### config.mk
export PLATFORM = sky130hd
export DESIGN_NAME = cpu_ctrl_sequencer
export DESIGN_NICKNAME = d
export VERILOG_FILES = /design/src/rtl/cpu_ctrl_sequencer.sv
export SDC_FILE = /design/constraint.sdc
export NUM_CORES = 1
export LEC_CHECK = 0
export BUFFER_PORTS_ARGS = -buffer_cell sky130_fd_sc_hd__buf_2
export CORE_ASPECT_RATIO = 0.75
export CORE_MARGIN = 4
export CORE_UTILIZATION = 54
export CTS_CLUSTER_DIAMETER = 40
export DETAILED_ROUTE_END_ITERATION = 8
export PLACE_DENSITY = 0.95
export REMOVE_ABC_BUFFERS = 1
export SETUP_SLACK_MARGIN = 0.5
export SYNTH_ARGS = -nofsm -noshare
export SYNTH_HDL_FRONTEND = slang
export SYNTH_SLANG_ARGS = --single-unit
### constraint.sdc
create_clock -name clk -period 6.7 [get_ports clk]
set_input_delay 1.34 -clock clk [delete_from_list [all_inputs] [get_ports clk]]
set_output_delay 1.34 -clock clk [all_outputs]
set_load 0.02 [all_outputs]
### src/rtl/cpu_ctrl_sequencer.sv
// Multi-cycle FETCH/EXEC/HALT control sequencer for the 16-bit CPU: owns PC, IR and the
// one-bit microstep register, gates decoder write strobes and records sticky error flags.
module cpu_ctrl_sequencer #(
  parameter int          PC_W    = 16,
  parameter int          MEM_TO  = 15,
  parameter logic [6:0]  HALT_OP = 7'b1111111
) (
  input  logic            clk,
  input  logic            rst,
  output logic [PC_W-1:0] mem_addr,
  output logic            mem_read,
  input  logic [15:0]     mem_rdata,
  input  logic            mem_ready,
  output logic [15:0]     IR,
  output logic            State,
  output logic [PC_W-1:0] PC,
  input  logic [1:0]      dec_PS,
  input  logic            dec_NS,
  input  logic            dec_WR,
  input  logic            dec_MemWrite,
  input  logic [PC_W-1:0] br_offset,
  input  logic [PC_W-1:0] jmp_addr,
  output logic            WR_g,
  output logic            MemWrite_g,
  output logic            halted,
  output logic [1:0]      err,
  output logic [15:0]     retired
);

  typedef enum logic [1:0] {S_FETCH, S_EXEC, S_HALT} state_t;

  state_t          state_q;
  logic [PC_W-1:0] pc_q, pc_d;
  logic [15:0]     ir_q;
  logic            step_q;
  logic [7:0]      cnt_q;
  logic [1:0]      err_q;
  logic [15:0]     ret_q;
  logic            halted_q;

  logic            xfer_ok;
  logic            last_step;
  logic            cnt_to;

  // An EXEC cycle only takes effect once any pending store has been accepted.
  assign xfer_ok   = !dec_MemWrite || mem_ready;
  assign last_step = !(dec_NS && !step_q);
  assign cnt_to    = (cnt_q == 8'(MEM_TO));

  always_comb begin
    pc_d = pc_q;
    case (dec_PS)
      2'b00:   pc_d = pc_q;
      2'b01:   pc_d = pc_q + {{(PC_W-1){1'b0}}, 1'b1};
      2'b10:   pc_d = pc_q + br_offset;
      default: pc_d = jmp_addr;
    endcase
  end

  always_ff @(posedge clk) begin
    if (rst) begin
      state_q  <= S_FETCH;
      pc_q     <= '0;
      ir_q     <= '0;
      step_q   <= 1'b0;
      cnt_q    <= '0;
      err_q    <= '0;
      ret_q    <= '0;
      halted_q <= 1'b0;
    end else begin
      case (state_q)
        S_FETCH: begin
          if (mem_ready) begin
            ir_q   <= mem_rdata;
            step_q <= 1'b0;
            cnt_q  <= '0;
            if (mem_rdata[15:9] == HALT_OP) begin
              state_q  <= S_HALT;
              halted_q <= 1'b1;
            end else begin
              state_q <= S_EXEC;
            end
          end else if (cnt_to) begin
            err_q[0] <= 1'b1;
            state_q  <= S_HALT;
            halted_q <= 1'b1;
          end else begin
            cnt_q <= cnt_q + 8'd1;
          end
        end
        S_EXEC: begin
          if (xfer_ok) begin
            cnt_q <= '0;
            if (!last_step) begin
              step_q <= 1'b1;
            end else begin
              // NS requested on the last microstep is an overflow; the instruction still retires.
              if (dec_NS) err_q[1] <= 1'b1;
              pc_q    <= pc_d;
              step_q  <= 1'b0;
              ret_q   <= ret_q + 16'd1;
              state_q <= S_FETCH;
            end
          end else if (cnt_to) begin
            err_q[0] <= 1'b1;
            state_q  <= S_HALT;
            halted_q <= 1'b1;
          end else begin
            cnt_q <= cnt_q + 8'd1;
          end
        end
        default: begin
        end
      endcase
    end
  end

  assign mem_read   = (state_q == S_FETCH);
  assign mem_addr   = pc_q;
  assign WR_g       = (state_q == S_EXEC) && dec_WR && xfer_ok;
  assign MemWrite_g = (state_q == S_EXEC) && dec_MemWrite;
  assign IR         = ir_q;
  assign State      = step_q;
  assign PC         = pc_q;
  assign halted     = halted_q;
  assign err        = err_q;
  assign retired    = ret_q;

endmodule

Word-level counts from Yosys, hierarchy flattened. Cells that the tools add are included.

Mux-type cells: 24. Add/sub/neg operators: 4. Eq/ne operators: 11. Bitwise operators: 2. Reductions and logical operators: 18.

Operators with widths (number): $pmux W16 S3 (1); $add A16 B1 Y16 const B (2); $mux W8 (3); $add A16 B16 Y16 (1); $pmux W8 S2 (1); $reduce_and A3 Y1 (4); $mux W1 (10); $mux W2 (5); $add A8 B1 Y8 const B (1); $eq A8 B4 Y1 const B (1); $reduce_and A4 Y1 (2); $eq A7 B7 Y1 const B (1); $ne A2 B2 Y1 const B (3); $pmux W1 S2 (3); $eq A2 B1 Y1 const B (2); $logic_and A1 B1 Y1 (4); $logic_not A2 Y1 (2); $pmux W2 S2 (1); $reduce_and A2 Y1 (2); $ne A3 B2 Y1 const B (1); $ne A3 B3 Y1 const B (1); $eq A2 B2 Y1 const B (1); $logic_not A1 Y1 (2); $ne A2 B1 Y1 const B (1); 3 further kinds (4).

Register bits after elaboration: 62.

Longest topological paths before layout.
Word-level depth: 5. Gate-level depth with buffers: 12. Depth with buffers taken out: 12.

Worst setup path after synthesis. No wires, ideal clock.

Kind: input -> register. Start: input port dec_PS[0]. End: register pc_q[12] (netlist: PC[12]). Path slack: 3.010 ns. Data arrival time: 3.556 ns. Stages on the path: 12. Buffers on the path: 1. Required time: 6.566 ns. Cells stage by stage: inv_1 ha_1 clkbuf_1 and2_1 fa_1 a21o_1 a21oi_1 nor4_1 or2_2 o21ai_0 xnor2_1 o22ai_1.

Word-level cells in the longest chain between the ends: 3. Elaborated cells on any way between the ends: 6. Classes of those cells: eq/ne (2); mux (1); bitwise (1); reduce/logical (2).

RTL lines: start, declared (line 17) `input logic [1:0] dec_PS,`; parallel branches: the longest is 3 deep, another holds $pmux W16 S3; end signal, assigned (line 99) `pc_q <= pc_d;`; end, declared (line 33) `logic [PC_W-1:0] pc_q, pc_d;`.

Several ways; the timed one is not identified. A chain may end at the register's enable or synchronous reset.

Final worst setup path. Ends and elaborated chain as after synthesis.

==> run summary <==
# H-tree levels: 3
Total Power: 874 uW
Data required time of the worst path: 6.89 ns
Worst Max-Slew Pin Slew: 0.942 ns
Post-CTS Resized: 0
Initial drt markers: 219
Final WL: 9.34 mm
Hold_buf cts: 0
Slew HR: 37.2%
Commonest non-fill, non-tap cells in the layout: 126 x buf_2, 62 x dfxtp_1, 58 x nand2_1
GR Overflow Total: 0
Achievable Freq: 0.253 GHz
Routed Antenna Nets: 0
First drt pass iteration count: 5
Pwr/cell area: 200 nW/um2
Post-DP HPWL: 6.78 mm
Final hold vios: 0
Main synth FF type: dfxtp_1
Synth Instances: 452
Full die area: 8110 um2
Num CTS Buffers: 9
Syn avg cell area: 8.03 um2
Static leakage: 2.06 nW
Vias: 3560
Startpoint Class: input pin
# IOs: 127
Crit-path slowest cell: ha_1
Setup tns final: 0 ns
Drt wl/cell: 14.5 um
Gr usage total: 23.0%
IO Port Bufs: 126
Crit Path Max Fanout: 16
Layout Skew: 0.00998 ns
EDFF count, synth: 0
Post-synth ARST share: 0%
Vias in the first global route: 3350
Unique masters post-synth: 53
P&R area growth vs syn: 20.7%
Share of post-route cells with drive strength above 1: 27.5%
Min Tclk post-route: 3.95 ns
Largest net degree at the start of global routing: 66
Ys Warns: 0
CTS Buffer Depth: 2
Vias per Instance: 5.55
Fin crit share: 58.9%
RSZ-0062 raised after global routing: no
First-pass GRT wire length: 14.9 mm
Die Y-Extent: 79.0 um
Worst vdd ir: 0.0000944 V
FP Rows: 25
Diodes inserted: 0
Die Wd: 103 um
Nets: 632
GPL Wtd Cong: 0.896
Status: finished clean
Drc violations: 0
Clock Sinks: 62
CP peak stage delay: 0.50 ns
Sequential share of the synthesized area: 34.2%
Root buf cell: clkbuf_8
Arr. time, crit path: 4.14 ns
Mapped cell area: 3630 um2
Critical path class: in2reg
Initial antenna violation count: 0
Final Max Tran Viols: 0
Clk Latency, worst-skew pair: 0.34 ns
Initial core utilization: 56.6%
Crit path capture type: register
Tightest Hold Check Type: reg2reg
Setup Buffers After CTS: 0
Max cap viols: 0
CTS tree: yes
CP Cell Sequence: buf_2 > inv_1 > ha_1 > nand2b_1 > ha_1 > fa_1 > a21o_1 > a21oi_1 > nor4_1 > or2_2 > o21ai_0 > xnor2_1 > o22ai_1
Core area: 6410 um2
Worst-path clk slew: 0.08 ns
Register bit total from synthesis: 62
Commonest non-fill, non-tap cell in the layout: buf_2
Cell mode on critical path: ha_1
Final setup fails: 0
[metal layers]
layer  vias up  GRT usage (%)  routed length (um)
li1       1770              -                   -
met1      1622           28.7                3960
met2       151           38.0                4480
met3        17           5.53                 743
met4         0           8.78                 147
met5         -              0                   0
[stage by stage]
stage | utilization, % | instances | setup WS (ns) | hold slack [ns] | cell area [um2]
after floorplan | - | 417 | 3.00 | 0.452 | 3430
after global placement | 65.1 | 626 | 2.57 | 0.438 | 4180
after detailed placement | 65.1 | 626 | 2.46 | 0.444 | 4180
after CTS | 68.3 | 642 | 2.77 | 0.454 | 4380
after global routing | 68.3 | 642 | 2.52 | 0.475 | 4380
final | 68.3 | 642 | 2.75 | 0.453 | 4380
[cell type report]
| class | count | area, um2 |
|---|---|---|
| tap | 81 | 101 |
| clock inverter | 6 | 67.6 |
| timing repair buffer | 128 | 646 |
| multi-input combinational | 346 | 2150 |
| sequential | 62 | 1240 |
| fill | 531 | 2030 |
| clock buffer | 10 | 138 |
| inverter | 9 | 33.8 |
[report_power, final]
part | internal [mW] | switching (mW)
Clock | 0.184 | 0.161
Combinational | 0.0548 | 0.0840
Sequential | 0.380 | 0.00994
Total | 0.619 | 0.255
[critical path, delay by kind of cell]
| kind | cells | cell delay [ns] |
|---|---|---|
| AO/OA/AOI/OAI | 4 | 0.79 |
| adder cells (fa/ha/maj) | 3 | 1.14 |
| XOR/XNOR | 1 | 0.14 |
| AND/OR/NAND/NOR | 3 | 0.56 |
| buffers and inverters | 2 | 0.16 |
[cell usage after synthesis, drive strengths merged (7+ instances only)]
cell type	instances	area share, %
nand3	10	1.7
clkbuf	17	1.8
a211oi	10	2.1
a21oi	52	7.2
and2	22	3.9
inv	9	0.93
nand2	58	6.0
dfxtp	62	34
xor2	13	3.1
ha	19	6.6
a21o	7	1.4
xnor2	14	3.4
nor2	40	4.1
buf	18	3.8
mux2i	9	2.5
and3	8	1.4
o21ai	19	2.6
[registers in the layout (all words and copies together), names as in the netlist]
name,count
PC,16
halted,1
state_q,2
err,2
retired,16
State,1
cnt_q,8
IR,16
[cells by family (layout without fill, tap and decap cells)]
group,Yosys count,in the layout,share of synthesized area (%)
AO/OA/AOI/OAI,109,109,17.7
XOR/XNOR,27,27,6.52
adder cells (fa/ha/maj),20,20,7.10
buffers and inverters,44,153,6.45
flip-flops,62,62,34.2
multiplexers,9,9,2.48
AND/OR/NAND/NOR,181,181,25.5
[path summary, 6_finish.rpt]
check	from	to	depth (start not counted)	slack, ns
min	IR[13]	IR[13]	2	0.45
min reg2reg	IR[13]	IR[13]	2	0.45
max reg2reg	PC[0]	PC[12]	9	4.18
max	dec_PS[0]	PC[12]	13	2.75
Note: power is estimated with default switching activity, not from simulation.
